[config.mk]
export PLATFORM = sky130hd
export DESIGN_NAME = dual_port_ram_16x8
export DESIGN_NICKNAME = d
export VERILOG_FILES = /design/src/rtl/dual_port_ram_pkg.sv /design/src/rtl/dual_port_ram_16x8.sv
export SDC_FILE = /design/constraint.sdc
export NUM_CORES = 1
export LEC_CHECK = 0
export CAP_MARGIN = 25
export CELL_PAD_IN_SITES_DETAIL_PLACEMENT = 1
export CELL_PAD_IN_SITES_GLOBAL_PLACEMENT = 1
export CORE_UTILIZATION = 35
export CTS_BUF_LIST = sky130_fd_sc_hd__clkbuf_4
export DETAILED_ROUTE_END_ITERATION = 10
export PLACE_DENSITY = 0.56
export SLEW_MARGIN = 20
export SYNTH_ARGS = -nofsm -noshare
export SYNTH_HDL_FRONTEND = slang
export SYNTH_SLANG_ARGS = --single-unit
[constraint.sdc]
create_clock -name clk -period 2 [get_ports clk]
set_input_delay 0.5 -clock clk [delete_from_list [all_inputs] [get_ports clk]]
set_output_delay 0.5 -clock clk [all_outputs]
set_load 0.02 [all_outputs]
[src/rtl/dual_port_ram_pkg.sv]
// Default geometry and word type for the 16x8 simple dual-port RAM.
package dual_port_ram_pkg;

  localparam int unsigned DEF_DATA_W = 8;
  localparam int unsigned DEF_ADDR_W = 4;
  localparam int unsigned DEF_DEPTH  = 16;

  typedef logic [DEF_DATA_W-1:0] word_t;

endpackage : dual_port_ram_pkg

[src/rtl/dual_port_ram_16x8.sv]
// Simple dual-port RAM: write-only port A, read-only port B, single clock.
// Read data is registered (one-cycle latency); a same-address write/read
// on one edge returns the newly written data (write-through).
module dual_port_ram_16x8
  import dual_port_ram_pkg::*;
#(
  parameter int unsigned DATA_W = DEF_DATA_W,
  parameter int unsigned ADDR_W = DEF_ADDR_W,
  parameter int unsigned DEPTH  = DEF_DEPTH
) (
  input  logic              clk,
  input  logic              rst_n,
  input  logic              we_a,
  input  logic [ADDR_W-1:0] addr_a,
  input  logic [DATA_W-1:0] data_a,
  input  logic              re_b,
  input  logic [ADDR_W-1:0] addr_b,
  output logic [DATA_W-1:0] data_b,
  output logic              valid_b
);

  localparam int unsigned IDX_W = (DEPTH > 1) ? $clog2(DEPTH) : 1;

  // True when an address maps onto an implemented word.
  function automatic logic in_range(input logic [ADDR_W-1:0] addr);
    return 32'(addr) < 32'(DEPTH);
  endfunction

  // Array index for an in-range address.
  function automatic logic [IDX_W-1:0] idx(input logic [ADDR_W-1:0] addr);
    return IDX_W'(addr);
  endfunction

  logic [DATA_W-1:0] r_mem [DEPTH];
  logic [DATA_W-1:0] r_data_b;
  logic              r_valid_b;

  logic              w_wr_en;
  logic              w_rd_in_range;
  logic              w_collide;
  logic [DATA_W-1:0] w_rd_data;

  assign w_wr_en       = we_a && in_range(addr_a);
  assign w_rd_in_range = in_range(addr_b);
  assign w_collide     = w_wr_en && (addr_a == addr_b);

  // Read mux: out-of-range reads return zero, collisions forward write data.
  always_comb begin
    w_rd_data = '0;
    if (w_rd_in_range) begin
      w_rd_data = w_collide ? data_a : r_mem[idx(addr_b)];
    end
  end

  // Storage and read register; reset clears every word and the read port.
  always_ff @(posedge clk) begin
    if (!rst_n) begin
      for (int i = 0; i < int'(DEPTH); i++) begin
        r_mem[i] <= '0;
      end
      r_data_b  <= '0;
      r_valid_b <= 1'b0;
    end else begin
      if (w_wr_en) begin
        r_mem[idx(addr_a)] <= data_a;
      end
      if (re_b) begin
        r_data_b <= w_rd_data;
      end
      r_valid_b <= re_b;
    end
  end

  assign data_b  = r_data_b;
  assign valid_b = r_valid_b;

endmodule : dual_port_ram_16x8

==> metrics.md, run 1 <==
| Metric | Value |
|---|---|
| Status | `finished, final reports clean` |
| Drt initial violations | `approximately 280` |
| Final std cells w/o fill | `776` |
| Worst hold path type | `flip-flop to flip-flop` |
| Share of layout cells above drive strength 1 | `21.79%` |
| Asr flop ratio synth | `0%` |
| Clock latency of the later-clocked register in the worst-skew pair | `560 ps` |
| Height of the die | `about 140 um` |
| Final hold slack | `roughly 610 ps` |
| Die X-Extent | `137.7 um` |
| Power consumption | `0.006032 W` |
| Initial cell density of the core | `between 30 and 40%` |
| Final setup margin | `211.7 ps` |
| FMAX | `between 500 and 600 MHz` |
| Post-route DRC | `0` |
| Internal reg-to-reg setup slack | `approximately 450 ps` |
| Crit path max fanout | `2` |
| Startpoint of the lowest-slack hold path | `data_b[5]` |
| Placeable core region | `between 15000 and 20000 sq um` |
| Die area | `18970 sq um` |
| Register bit count reported by yosys | `between 100 and 150` |
| Maximum number of buffers from clock root to sink | `2` |
| Clock tree root buffer cell | `sky130_fd_sc_hd__clkbuf_4` |
| Min-Delay Path Depth | `3` |
| Maximum ir drop on the vdd rail | `roughly 0.36 mV` |
| Count of maximum capacitance violations | `0` |
| Syn_area_per_cell | `about 14 sq um` |
| First-pass DRT Iterations | `4` |
| Cells after Synth | `between 400 and 500` |
| Largest stage delay on the critical path | `slightly below 400 ps` |
| Final Slew Violations | `0` |
| Worst Hold Path EP | `data_b[5]` |
| CP bufs+invs | `1` |
| TritonCTS buffer count | `17` |
| Reg area | `around 4000 sq um` |
| Post-route clock skew | `around 14 ps` |
| Boundary pin count | `29` |
| Ys Warns | `0` |
| Number of global-route vias before repair | `4135` |
| Setup Crit Path Kind | `flip-flop to output port` |
| Placed cell count | `744` |
| Reg power frac | `between 50% and 60%` |
| Number of antenna violations at the first check in global routing | `1` |
| Family of cells with the greatest summed delay on the critical path | `flip-flops` |
| Fillers | `between 1500 and 2000` |
| Clock tree from TritonCTS | `yes` |
| Routed via count | `3986` |
| Worst slew pin tran | `641.9 ps` |
| Most frequently used flop master after synthesis | `sky130_fd_sc_hd__edfxtp_1` |
| Required time at the endpoint of the critical path | `1500 ps` |
| Hold buffer count at CTS | `0` |
| Wire per inst | `~22 um` |
| Static leakage | `around 2.8 nW` |
| Setup repair after global routing missed its margin | `false` |
| Number of core rows | `49` |
| Data arrival at the endpoint of the critical path | `roughly 1300 ps` |
| Number of levels the H-tree was split into | `4` |
| Wire length of the first global-routing pass | `between 20 and 30 mm` |
| Clock Pin Slew Worst Setup and Hold Paths | `110 ps` |
| Most used cells in the layout excluding fill and tap cells | `sky130_fd_sc_hd__and2_1, sky130_fd_sc_hd__edfxtp_1, sky130_fd_sc_hd__buf_4, sky130_fd_sc_hd__nand2_1, sky130_fd_sc_hd__clkbuf_4` |
| Maximum number of pins on one net before global-route repair | `19` |
| Total routing resource utilization after global routing | `19.09%` |
| Share of the cycle needed by the critical path after routing | `between 80 and 90%` |
| Unique cell type count in the Yosys netlist | `35` |
| Fin util | `between 40% and 50%` |
| Met2 Wirelength | `7.942 mm` |
| Overflow after GRT | `0` |
| Destination of the worst register-to-register timing path | `data_b[4]` |
| Count of nets after finishing | `roughly 550` |
| Syn_nets | `between 400 and 500` |
| DP HPWL | `~12 mm` |
| Shortest clock period the worst path allows after layout | `1788 ps` |
| Depth of the worst register-to-register path | `4` |
| Netlist Area Pre-Place | `around 6400 sq um` |
| Gp weighted congestion | `~0.8` |
| Register area share after synthesis | `between 60% and 70%` |
| Switching power summed over all nets | `around 0.0014 W` |
| Number of enable flip-flop cells after synthesis | `128` |
| Internal Dissipation | `~0.0046 W` |
| Top layer reached by signal wires | `met4` |
| Post-synthesis to final-layout area growth | `19.95%` |
| Buffers added on ports | `28` |
| Clock sinks | `137` |
| M1 WL | `around 8 mm` |
| Ratio of routed vias to standard cells | `roughly 5.1` |
| Max-Slew Margin vs Limit | `a little under three fifths` |
| Switching Fraction | `approximately a quarter` |
| Post-Place Setup Slack | `-352.0 ps` |
| Comb pwr share | `roughly 11%` |
| Area of combinational cells with multiple inputs | `approximately 2300 sq um` |
| Power density over cell area | `just under 800 nW/um^2` |
| Routed wire length | `16.82 mm` |
| Final setup fails | `0` |
| Series of cell instances along the critical path | `dlygate4sd2_1` |
| Startpoint of the most critical register-to-register path | `r_mem[13][4]` |
| Critical Path Start Type | `flip-flop` |
| Most common library cell in the layout ignoring fill and taps | `sky130_fd_sc_hd__and2_1` |
| Number of nets with antenna violations after routing | `0` |
| Critical path's slowest cell | `sky130_fd_sc_hd__dfxtp_1` |
| Critical Path Sink Type | `output port` |
| Hold violation count in the final report | `0` |
| Met3 routed wirelength | `~640 um` |
| Share of power burned in the clock network | `between 30% and 40%` |
-- worst max path at each step --
stage | start | end | slack [ps] | cells past startpoint
3_5_place_dp | rst_n | r_mem[5][6] | -350 | 6
2_1_floorplan | addr_a[2] | r_mem[1][0] | -40 | 3
4_1_cts | data_b[4] | data_b[4] | 180 | 1
6_report | data_b[4] | data_b[4] | 210 | 1
5_1_grt | rst_n | r_mem[5][0] | 80 | 6
3_3_place_gp | rst_n | r_mem[8][0] | -330 | 7
-- worst register-to-register path: stages, from the launching register on --
cell	delay [ps]
sky130_fd_sc_hd__edfxtp_1	400
sky130_fd_sc_hd__mux4_1	550
sky130_fd_sc_hd__mux2_2	320
sky130_fd_sc_hd__nand2_1	80
sky130_fd_sc_hd__a31oi_1	70
-- stage by stage --
stage                     area, sq um  setup TNS, ps
after global routing             7735              0
after CTS                        7732              0
final                            7735              0
after global placement           7430         -51600
after detailed placement         7430         -59100
after floorplan                  6449         -696.5
-- metal layers --
| metal | GRT usage, % | up-vias |
|---|---|---|
| met3 | 3.274 | 22 |
| met1 | 25.67 | 2039 |
| met4 | 6.944 | 0 |
| met2 | 30.93 | 84 |
| met5 | 0 | - |
| li1 | - | 1841 |
-- final cells by class --
type / instances / area share [%]
sequential: 137 / 52.02
multi-input combinational: 282 / 29.15
timing repair buffer: 95 / 10.98
tap: 229 / 3.704
clock inverter: 13 / 2.313
clock buffer: 18 / 1.747
inverter: 1 / 0.04853
antenna: 1 / 0.03235
-- cells in the mapped netlist (5+ instances only) --
master / instances / share of area, %
sky130_fd_sc_hd__dfxtp_1: 9 / 2.8
sky130_fd_sc_hd__mux4_2: 13 / 4.5
sky130_fd_sc_hd__mux4_1: 11 / 4.5
sky130_fd_sc_hd__nand2_1: 19 / 1.1
sky130_fd_sc_hd__a31oi_1: 8 / 0.78
sky130_fd_sc_hd__nand2b_1: 6 / 0.58
sky130_fd_sc_hd__o21ai_0: 15 / 1.2
sky130_fd_sc_hd__and2_1: 129 / 13
sky130_fd_sc_hd__edfxtp_1: 128 / 60
sky130_fd_sc_hd__o21a_1: 9 / 1.0
sky130_fd_sc_hd__buf_2: 5 / 0.39
sky130_fd_sc_hd__nor2_1: 13 / 0.76
sky130_fd_sc_hd__clkbuf_1: 14 / 0.81
sky130_fd_sc_hd__o31ai_1: 8 / 0.93
sky130_fd_sc_hd__mux2i_1: 16 / 2.5
-- registers in the layout, summed over array words and instances, names as in the netlist --
signal	flops
r_mem	128
valid_b	1
data_b	8
-- cell families after synthesis --
family / Yosys count / synth area share [%]
buffers and inverters: 29 / 2.639
AND/OR/NAND/NOR: 181 / 16.55
AO/OA/AOI/OAI: 53 / 5.549
flip-flops: 137 / 62.40
XOR/XNOR: 4 / 0.6598
multiplexers: 44 / 12.20
-- what timing repair did --
item / 4_1_cts / 5_1_grt
hold endpoints to repair: 0 / 0
buffers inserted: 0 / 0
setup endpoints to repair: 9 / 0
gates resized for setup: 9 / 0
-- power groups by stage --
stage | clock network, W | registers [W] | logic [W]
final | 0.00201 | 0.00335 | 0.000672
after global routing | 0.00213 | 0.00337 | 0.000719
after CTS | 0.00206 | 0.00335 | 0.000678
after detailed placement | 0 | 0.00342 | 0.000686
after global placement | 0 | 0.00341 | 0.000676
after floorplan | 0 | 0.00340 | 0.000347
Power figures use the tool's default switching activity.
==> run 2: changes to the inputs <==
--- a/config.mk
+++ b/config.mk
@@ -8,10 +8,10 @@
 export CAP_MARGIN = 25
 export CELL_PAD_IN_SITES_DETAIL_PLACEMENT = 1
 export CELL_PAD_IN_SITES_GLOBAL_PLACEMENT = 1
-export CORE_UTILIZATION = 35
+export CORE_UTILIZATION = 37
 export CTS_BUF_LIST = sky130_fd_sc_hd__clkbuf_4
 export DETAILED_ROUTE_END_ITERATION = 10
-export PLACE_DENSITY = 0.56
+export PLACE_DENSITY = 0.59
 export SLEW_MARGIN = 20
 export SYNTH_ARGS = -nofsm -noshare
 export SYNTH_HDL_FRONTEND = slang
==> run 2 against run 1 <==
Worst setup slack worse by 54 ps. Via count is 1.0% lower. Sequential power hardly changed. First-iteration DRC count is 3.6% lower. Hold slack better by 5.2 ps. Clock power is 25% lower. Clock-buffer cell count stayed put. Utilization is 2.7 points higher. Maximum frequency is 2.9% lower. Largest cell class unchanged. Highest routed layer unchanged.
==> metrics.md, run 2 (synthesized netlist as in run 1, its figures left out) <==
| Metric | Value |
|---|---|
| Status | `finished, final reports clean` |
| DP HPWL | `11.59 mm (-2.6%)` |
| Clock tree root buffer cell | `sky130_fd_sc_hd__clkbuf_4` |
| Count of nets after finishing | `555 (+0.18%)` |
| CP bufs+invs | `3 (+2)` |
| Number of global-route vias before repair | `4150 (+0.36%)` |
| Worst hold path type | `flip-flop to flip-flop` |
| Shortest clock period the worst path allows after layout | `1842 ps (+53.91 ps)` |
| Number of core rows | `47 (-4.1%)` |
| Most used cells in the layout excluding fill and tap cells | `sky130_fd_sc_hd__and2_1, sky130_fd_sc_hd__edfxtp_1, sky130_fd_sc_hd__buf_4, sky130_fd_sc_hd__nand2_1, sky130_fd_sc_hd__clkbuf_4` |
| Clock tree from TritonCTS | `yes` |
| Crit path max fanout | `8 (+6)` |
| Data arrival at the endpoint of the critical path | `2090 ps (+800 ps)` |
| Post-Place Setup Slack | `-386.4 ps (-34.42 ps)` |
| Critical path's slowest cell | `sky130_fd_sc_hd__clkdlybuf4s50_1` |
| Post-CTS setup buffer count | `0 (unchanged)` |
| Clock latency of the later-clocked register in the worst-skew pair | `540 ps (-20 ps)` |
| Ratio of routed vias to standard cells | `5.131 (-0.10%)` |
| Overflow after GRT | `0 (unchanged)` |
| Placeable core region | `16820 sq um (-6.7%)` |
| Critical Path Sink Type | `flip-flop` |
| Worst slew pin tran | `559.5 ps (-82.36 ps)` |
| Number of antenna violations at the first check in global routing | `1 (unchanged)` |
| Largest stage delay on the critical path | `570 ps (+180 ps)` |
| Boundary pin count | `29 (unchanged)` |
| Clock Pin Slew Worst Setup and Hold Paths | `110 ps (about the same)` |
| Gp weighted congestion | `0.8206 (+2.6%)` |
| Power density over cell area | `722.6 nW/um^2 (-7.3%)` |
| Post-synthesis to final-layout area growth | `19.03%` |
| Buffers added on ports | `28 (unchanged)` |
| Routed wire length | `16.69 mm (-0.75%)` |
| Register with the highest flop count | `r_mem` |
| Share of the cycle needed by the critical path after routing | `92.11% (+2.7 points)` |
| Fillers | `1742 (-6.8%)` |
| Initial cell density of the core | `38.34% (+2.6 points)` |
| Setup Crit Path Kind | `input port to flip-flop` |
| Post-route clock skew | `15.76 ps (+1.842 ps)` |
| Number of levels the H-tree was split into | `4 (unchanged)` |
| Largest register FFs | `128 (unchanged)` |
| Routed via count | `3946 (-1.0%)` |
| Number of nets with antenna violations after routing | `0 (unchanged)` |
| Maximum number of pins on one net before global-route repair | `18 (-1)` |
| TritonCTS buffer count | `17 (unchanged)` |
| Required time at the endpoint of the critical path | `2250 ps (+750 ps)` |
| Wire length of the first global-routing pass | `25.68 mm (+1.9%)` |
| Die X-Extent | `134.0 um (-2.7%)` |
| Max-Slew Margin vs Limit | `62.56% (+5.5 points)` |
| Final Slew Violations | `0 (unchanged)` |
| Total routing resource utilization after global routing | `20.00% (+0.91 points)` |
| Final setup fails | `0 (unchanged)` |
| Hold violation count in the final report | `0 (unchanged)` |
| Final setup margin | `157.8 ps (-53.91 ps)` |
| Static leakage | `2.840 nW (-0.19%)` |
| Setup repair after global routing missed its margin | `false` |
| Most common library cell in the layout ignoring fill and taps | `sky130_fd_sc_hd__and2_1` |
| Die area | `17960 sq um (-5.3%)` |
| Maximum number of buffers from clock root to sink | `2 (unchanged)` |
| Height of the die | `134.0 um (-2.7%)` |
| Most common cell type on the critical path | `sky130_fd_sc_hd__buf_4` |
| Hold buffer count at CTS | `0 (unchanged)` |
| Series of cell instances along the critical path | `clkdlybuf4s50_1 > nand2_1 > or3_1 > buf_4 > o21ai_0 > buf_4` |
| FMAX | `542.8 MHz (-2.9%)` |
| Drt initial violations | `267 (-3.6%)` |
| Maximum ir drop on the vdd rail | `0.2773 mV (-24%)` |
| Share of layout cells above drive strength 1 | `21.72% (-0.080 points)` |
| Final std cells w/o fill | `769 (-0.90%)` |
| Critical Path Start Type | `input port` |
| Wire per inst | `21.71 um (+0.15%)` |
| Count of maximum capacitance violations | `0 (unchanged)` |
| Family of cells with the greatest summed delay on the critical path | `buffers and inverters` |
| Post-route DRC | `0 (unchanged)` |
| First-pass DRT Iterations | `5 (+1)` |
| Placed cell count | `736 (-1.1%)` |
| Clock sinks | `137 (unchanged)` |
-- run 2: changes by cell type in the layout (fill, tap and decap cells not counted), sizes merged --
cell	change
clkinvlp	-1
dlymetal6s2s	+1
bufinv	-4
buf	+1
clkinv	+4
inv	+2
dlygate4sd2	-1
-- run 2: path summary, 6_finish.rpt --
kind,from,endpoint,slack (ps),depth (start not counted)
max reg2reg,r_mem[7][6],data_b[6],450,4
min,data_b[0],data_b[0],620,3
min reg2reg,data_b[0],data_b[0],620,3
max,we_a,r_mem[3][0],160,6
-- run 2: timing repair --
| item | CTS | global route |
|---|---|---|
| pin swaps | 0 | 0 |
| setup endpoints to repair | 8 | 1 |
| resized for setup | 8 | 1 |
-- run 2: worst min-delay path: stages, from the launching register on --
cell and delay (ps):
sky130_fd_sc_hd__dfxtp_1 320, sky130_fd_sc_hd__o21a_1 160, sky130_fd_sc_hd__o31ai_1 60, sky130_fd_sc_hd__a31oi_1 40
-- run 2: cell type report --
class                      count  area (sq um)  area share, %
timing repair buffer          96         898.4          11.70
sequential                   137          4024          52.42
tap                          220         275.3          3.586
inverter                       1         3.754        0.04890
clock inverter                14         82.58          1.076
clock buffer                  18         135.1          1.760
multi-input combinational    282          2255          29.37
antenna                        1         2.502        0.03260
-- run 2: report_power, final --
part / internal [W] / switching (W) / total [W] / leakage, nW
Sequential: 0.00329 / 0.0000562 / 0.00335 / 1.30
Clock: 0.000486 / 0.00103 / 0.00151 / 0.124
Combinational: 0.000318 / 0.000369 / 0.000686 / 1.42
-- run 2: per-stage QoR --
step                      hold slack (ps)  util (%)  instance area [sq um]  total power [W]  TNS (ps)
after CTS                           571.2     45.61                   7671         0.005607         0
after global routing                571.1     45.64                   7676         0.005784         0
final                               615.1     45.64                   7676         0.005547         0
after floorplan                     647.0         -                   6449         0.003749    -696.5
after detailed placement            610.9     44.38                   7463         0.004115    -60860
after global placement              598.4     44.38                   7463         0.004097    -56330
-- run 2: routing by layer --
metal / vias up / part of all wire, % / GRT usage [%]
met2: 75 / 49 / 32.18
met5: - / 0 / 0
met3: 16 / 2.8 / 3.326
met4: 0 / 1.6 / 6.617
met1: 2012 / 47 / 27.59
li1: 1843 / - / -
